[src/rtl/mem_arbiter.sv]
// Registered arbiter sharing one single-ported RAM between the instruction and data caches.
// One word transaction at a time: data-cache priority, icache anti-starvation, bounded retry on RAM errors.
module mem_arbiter #(
  parameter int unsigned MAX_RETRY = 3,
  parameter logic [31:0] ERR_WORD  = 32'hBAD1BAD1
) (
  input  logic        CLK,
  input  logic        nRST,
  input  logic        iREN,
  input  logic [31:0] iaddr,
  output logic        iwait,
  output logic [31:0] iload,
  input  logic        dREN,
  input  logic        dWEN,
  input  logic [31:0] daddr,
  input  logic [31:0] dstore,
  output logic        dwait,
  output logic [31:0] dload,
  output logic        ramREN,
  output logic        ramWEN,
  output logic [31:0] ramaddr,
  output logic [31:0] ramstore,
  input  logic [31:0] ramload,
  input  logic [1:0]  ramstate,
  output logic        memerr
);

  localparam int RW = $clog2(MAX_RETRY + 1);
  localparam logic [RW-1:0] RETRY_LAST = RW'(MAX_RETRY - 1);
  localparam logic [1:0] RAM_ACCESS = 2'd2;
  localparam logic [1:0] RAM_ERROR  = 2'd3;

  typedef enum logic [1:0] {IDLE, SERVE, RESP} state_t;

  state_t        state, state_next;
  logic          grant_d;
  logic          op_write;
  logic          last_d;
  logic [RW-1:0] retry;
  logic          d_req;
  logic          pick_d;
  logic          give_up;

  assign d_req   = dREN | dWEN;
  // The icache gets the grant right after a completed dcache transaction if it is waiting.
  assign pick_d  = d_req & ~(last_d & iREN);
  assign give_up = (ramstate == RAM_ERROR) && (retry == RETRY_LAST);

  // NOTE: sequential state uses non-blocking assignments so every register samples pre-edge values.
  always_ff @(posedge CLK or negedge nRST) begin
    if (!nRST) state <= IDLE;
    else       state <= state_next;
  end

  // NOTE: every output of this block gets a default first, so no path can infer a latch.
  always_comb begin
    state_next = state;
    ramREN     = 1'b0;
    ramWEN     = 1'b0;
    iwait      = 1'b1;
    dwait      = 1'b1;
    unique case (state)
      IDLE: begin
        if (iREN | d_req) state_next = SERVE;
      end
      SERVE: begin
        ramREN = ~op_write;
        ramWEN = op_write;
        if (ramstate == RAM_ACCESS || give_up) state_next = RESP;
      end
      RESP: begin
        iwait      = grant_d;
        dwait      = ~grant_d;
        state_next = IDLE;
      end
      default: state_next = IDLE;
    endcase
  end

  always_ff @(posedge CLK or negedge nRST) begin
    if (!nRST) begin
      grant_d  <= 1'b0;
      op_write <= 1'b0;
      last_d   <= 1'b0;
      retry    <= '0;
      ramaddr  <= '0;
      ramstore <= '0;
      iload    <= '0;
      dload    <= '0;
      memerr   <= 1'b0;
    end else begin
      case (state)
        IDLE: begin
          if (iREN | d_req) begin
            grant_d  <= pick_d;
            op_write <= pick_d & dWEN;
            ramaddr  <= pick_d ? daddr : iaddr;
            if (pick_d) ramstore <= dstore;
          end
        end
        SERVE: begin
          if (ramstate == RAM_ACCESS) begin
            if (!op_write) begin
              if (grant_d) dload <= ramload;
              else         iload <= ramload;
            end
          end else if (ramstate == RAM_ERROR) begin
            retry <= retry + RW'(1);
            // Aborted reads hand back a recognisable poison word; aborted writes touch nothing.
            if (give_up) begin
              memerr <= 1'b1;
              if (!op_write) begin
                if (grant_d) dload <= ERR_WORD;
                else         iload <= ERR_WORD;
              end
            end
          end
        end
        RESP: begin
          last_d <= grant_d;
          retry  <= '0;
        end
        default: ;
      endcase
    end
  end

endmodule
[config.mk]
export PLATFORM = sky130hd
export DESIGN_NAME = mem_arbiter
export DESIGN_NICKNAME = d
export VERILOG_FILES = /design/src/rtl/mem_arbiter.sv
export SDC_FILE = /design/constraint.sdc
export NUM_CORES = 1
export LEC_CHECK = 0
export BUFFER_PORTS_ARGS = -buffer_cell sky130_fd_sc_hd__buf_2
export CORE_MARGIN = 2
export CORE_UTILIZATION = 30
export CTS_BUF_LIST = sky130_fd_sc_hd__clkbuf_4
export DETAILED_ROUTE_END_ITERATION = 8
export HOLD_SLACK_MARGIN = 0.03
export PLACE_DENSITY_LB_ADDON = 0.1
export SLEW_MARGIN = 20
export SYNTH_ARGS = -nofsm -noshare
export SYNTH_HDL_FRONTEND = slang
export SYNTH_SLANG_ARGS = --single-unit
[constraint.sdc]
create_clock -name CLK -period 4.5 [get_ports CLK]
set_input_delay 0.675 -clock CLK [delete_from_list [all_inputs] [get_ports CLK]]
set_output_delay 0.675 -clock CLK [all_outputs]
set_load 0.03 [all_outputs]
Word-level counts from Yosys, hierarchy flattened
Index checks and enable logic that the tools add are counted.

storage, ports and cells
  flip-flop bits (word level) = 136
  word-level logic and storage cells = 73

cells by class
  bitwise logic cells = 9
  multiplexer cells = 25
  eq/ne operators = 15
  reduce and logical (&&, ||, !) cells = 13
  add/subtract/negate cells = 1

operator list
  operator               number
  $mux W32               15
  $ne A2 B2 Y1 const B   7
  $reduce_and A7 Y1      2
  $ne A3 B3 Y1 const B   3
  $eq A2 B2 Y1 const B   4
  $mux W2                4
  $pmux W2 S2            2
  $reduce_and A3 Y1      2
  $reduce_bool A2 Y1     3
  $mux W1                4
  $not A1 Y1             4
  $reduce_and A2 Y1      2
  $reduce_and A4 Y1      1
  $and A1 B1 Y1          3
  $add A2 B1 Y2 const B  1
  $eq A2 B1 Y1 const B   1
  $logic_not A2 Y1       1
  $or A1 B1 Y1           2
  $logic_and A1 B1 Y1    1
  $logic_or A1 B1 Y1     1

Depth between registers and ports, before layout
  word-level depth = 5
  mapped depth = 6
  depth with buffers taken out = 5

Worst setup path after synthesis
No wires, ideal clock.

  kind = input-to-reg
  start = input port dWEN
  end = register ramaddr[1]
  setup slack = 2.569 ns
  stages = 4
  arrival = 1.806 ns
  buffers on the path = 1
  path through = o2bb2ai_1 -> buf_2 -> mux2_2 -> mux2_2

between the ends
  word-level cells in the longest chain between the ends = 3

RTL lines
  element                                        RTL line  text
  from (decl)                                    14        input logic dWEN,
  $or A1 B1 Y1 *                                 44        assign d_req = dREN | dWEN;
  $and A1 B1 Y1 or $or A1 B1 Y1 (tied branches)  46, 94
  $mux W32 or $reduce_and A2 Y1 (tied branches)  -
  to (signal assigned)                           97        ramaddr <= pick_d ? daddr : iaddr;
  to (decl)                                      21        output logic [31:0] ramaddr,

Every way passes the cells marked *; elsewhere a longest branch is shown, timed or not.
A chain may end at the register's enable or synchronous reset.

Final worst setup path
  start = register state[1]
  end = output port ramREN

between the ends
  word-level cells in the longest chain between the ends = 2

RTL lines
  element                 RTL line  text
  from (decl)             35        state_t state, state_next;
  from (signal assigned)  52        else state <= state_next;
  $eq A2 B1 Y1            62        unique case (state)
  $mux W1                 62
  to (decl)               19        output logic ramREN,

Every way passes these cells.

==> impl_metrics.csv <==
group,metric,value,unit
outcome,status,"complete, no violations",
place,routabilityCongestion,0.7702,
place,hpwl,10.49,mm
floorplanning,core_area,19530,µm²
route,drtPass1Iterations,4,
logic_synthesis,synth_area,5994,µm²
cts,postCtsHoldBufs,0,
critical_path,worstPathCellList,"nor3b_4, buf_2",
cts,max-clock-path-buffers,2,
critical_path,worstPathArrival,1720,ps
route,postRouteAntennaNets,0,
cts,h-tree-depth,4,
critical_path,timing.rr.end,"ramstore[1]",
timing,fin_hold_ws,127.6,ps
critical_path,critPathMaxFanout,11,
critical_path,cp_num_buf_inv,1,
cts,tritoncts,"built",
final_layout,area_growth,29.97,%
critical_path,reg2reg_from,"last_d",
floorplanning,dieWidth,145.4,µm
logic_synthesis,syn_nets,520,
floorplanning,start_util,30.70,%
power,p_leak,0.003764,µW
route,drtIter0Drc,145,
logic_synthesis,yosysWarnings,0,
final_layout,regArea,3403,µm²
timing,period_needed,2399,ps
logic_synthesis,ys_seq_area_share,56.77,%
timing,fin_setup_tns,0,ps
grt,antenna_found_initial,1,
timing,post-route-period-util,53.32,%
floorplanning,die_h,145.4,µm
cts,clock-sinks,136,
floorplanning,boundaryPins,268,
final_layout,drive_gt1_share,71.47,%
grt,grt_first_pass_wirelength,23.40,mm
critical_path,max_stage_delay,550,ps
route,routed_wl,14.71,mm
critical_path,cpMaxStageDelayCell,"dfrtp_1",
cts,cts_resized,0,
route,drc_errors,0,
cts,insertion_delay,520,ps
floorplanning,die-area,21130,µm²
power,max-vdd-ir-drop,252.3,µV
grt,grt_max_degree,71,
critical_path,startpoint_type,"flip-flop",
logic_synthesis,synthCells,384,
critical_path,cp.depth,2,
critical_path,reg2reg_slack,2140,ps
critical_path,critical_path_class,"reg2out",
cts,cts_root_buf,"clkbuf_4",
critical_path,startpoint,"state[1]",
critical_path,rr_worst_depth,4,
power,power_per_cell_area,767.2,nW/µm²
final_layout,final_nets,789,
final_layout,fillCellCount,1969,
grt,grt_usage,14.07,%
grt,grt_pass1_vias,4370,
timing,hold_violations,0,
logic_synthesis,synth_cell_types,31,
cts,clk_pin_slew,130,ps
timing,fin_skew,18.11,ps
timing,setup_violations,0,
route,vias_per_cell,4.340,
critical_path,cp.required,3830,ps
critical_path,cp_top_family,"flip-flops",
run,drv_cap,0,
logic_synthesis,avgSynthCellArea,15.61,µm²
min_path,hold_class,"in2async",
timing,maxSlewHeadroom,30.53,%
timing,drv_slew,0,
critical_path,end_kind,"output port",
route,vias,4045,
place,portBuffers,267,
timing,rsz0062_at_grt,"no",
timing,tightest_slew,1042,ps
final_layout,multi_input_area,2395,µm²
floorplanning,row_count,51,
critical_path,endpoint,"ramREN",
grt,gr-total-overflow,0,
cts,cts_buffers,17,
timing,max_freq,0.4168,GHz
cts,cts_setup_buffers,0,
route,wl_per_cell,15.78,µm
logic_synthesis,ys_ff_latch,136,
==> placed cells by master, fill, tap and decap left out, types with 2 or more instances in the layout <==
master	n
nand3_1	3
mux2_2	128
and2_2	5
nand2_1	3
dfrtp_1	136
buf_4	4
o21ai_0	3
inv_1	6
buf_2	266
nand2b_1	17
and2_1	9
a32o_1	2
nor3_1	3
clkbuf_4	19
clkinvlp_4	7
mux2_4	32
or2b_2	2
nand4_4	2
inv_6	4
==> registers in the layout (all words and copies together), names as in the netlist <==
register,count
dload,32
grant_d,1
iload,32
last_d,1
memerr,1
op_write,1
ramaddr,32
ramstore,32
retry,2
state,2
==> layer usage <==
metal  vias up  wire length [µm]  global-route usage (%)  share of wire, %
met5         -                 0                       0                 0
met1      2004              5921                   16.08                40
met4         0               236                   4.461               1.6
met3        13               951                   5.078               6.5
li1       1892                 -                       -                 -
met2       136              7599                   24.62                52
==> kinds of logic after synthesis <==
| logic type | count (synthesis) | synth area share (%) |
|---|---|---|
| compound gates | 10 | 1.273 |
| fa+ha+maj | 1 | 0.2087 |
| buf+inv | 27 | 3.611 |
| flops | 136 | 56.77 |
| mux | 160 | 32.06 |
| simple gates | 50 | 6.074 |
==> worst reg2reg max path: stages, from the launching register on <==
cell       delay [ps]
dfrtp_1           420
o2bb2ai_4         120
buf_4             370
or3_2             890
mux2_2            470
==> cells in the mapped netlist <==
master | instances | share of area (%)
dfrtp_1 | 136 | 57
or2b_2 | 2 | 0.29
buf_8 | 1 | 0.25
and2_1 | 9 | 0.94
buf_2 | 6 | 0.50
and2_2 | 5 | 0.63
nor2_1 | 1 | 0.063
clkbuf_1 | 3 | 0.19
buf_6 | 8 | 1.5
nand2b_1 | 17 | 1.8
ha_1 | 1 | 0.21
nor3_4 | 1 | 0.27
and2b_4 | 1 | 0.17
mux2_2 | 128 | 24
buf_12 | 2 | 0.67
nand4_4 | 2 | 0.71
or3_1 | 1 | 0.10
nor3b_4 | 1 | 0.31
a21o_1 | 1 | 0.13
o21ai_0 | 3 | 0.25
buf_4 | 1 | 0.13
mux2_4 | 32 | 8.0
o22ai_1 | 1 | 0.10
a32o_1 | 2 | 0.33
nand3_1 | 3 | 0.25
nand3b_1 | 1 | 0.13
o2bb2ai_1 | 2 | 0.29
nand2_1 | 3 | 0.19
a41o_1 | 1 | 0.17
inv_1 | 6 | 0.38
nor3_1 | 3 | 0.25
==> through the flow <==
step | instances | instance area [µm²] | total power, µW | utilization (%) | setup slack [ps]
6_report | 932 | 7791 | 5978 | 39.90 | 2101
5_1_grt | 932 | 7791 | 6342 | 39.90 | 1955
4_1_cts | 931 | 7789 | 6093 | 39.89 | 2027
3_5_place_dp | 899 | 7525 | 5304 | 38.54 | 1679
3_3_place_gp | 899 | 7525 | 5250 | 38.54 | 1756
2_1_floorplan | 384 | 5995 | 4416 | - | 2569
==> where the power goes <==
group	switching, µW	internal (µW)	leakage [µW]
combinational	1900	1210	0.00206
sequential	307	1810	0.00159
clock	465	290	0.000122
total	2670	3310	0.00376
==> worst min path at each step <==
stage               slack (ps)  cells past startpoint          end  startpoint
floorplan                  380                      0     dload[0]        nRST
global placement           460                      1       memerr      memerr
detailed placement         470                      1       memerr      memerr
CTS                        100                      1  ramaddr[20]        nRST
global route                80                      1  ramaddr[14]        nRST
finish                     130                      1  ramaddr[14]        nRST
==> final cells by class <==
class,instances,area share (%)
antenna,1,0.03212
timing repair buffer,271,17.62
clock buffer,19,1.831
inverter,6,0.2891
multi-input combinational,221,30.74
clock inverter,13,1.558
tap,265,4.256
sequential,136,43.68
Power figures use the tool's default switching activity.
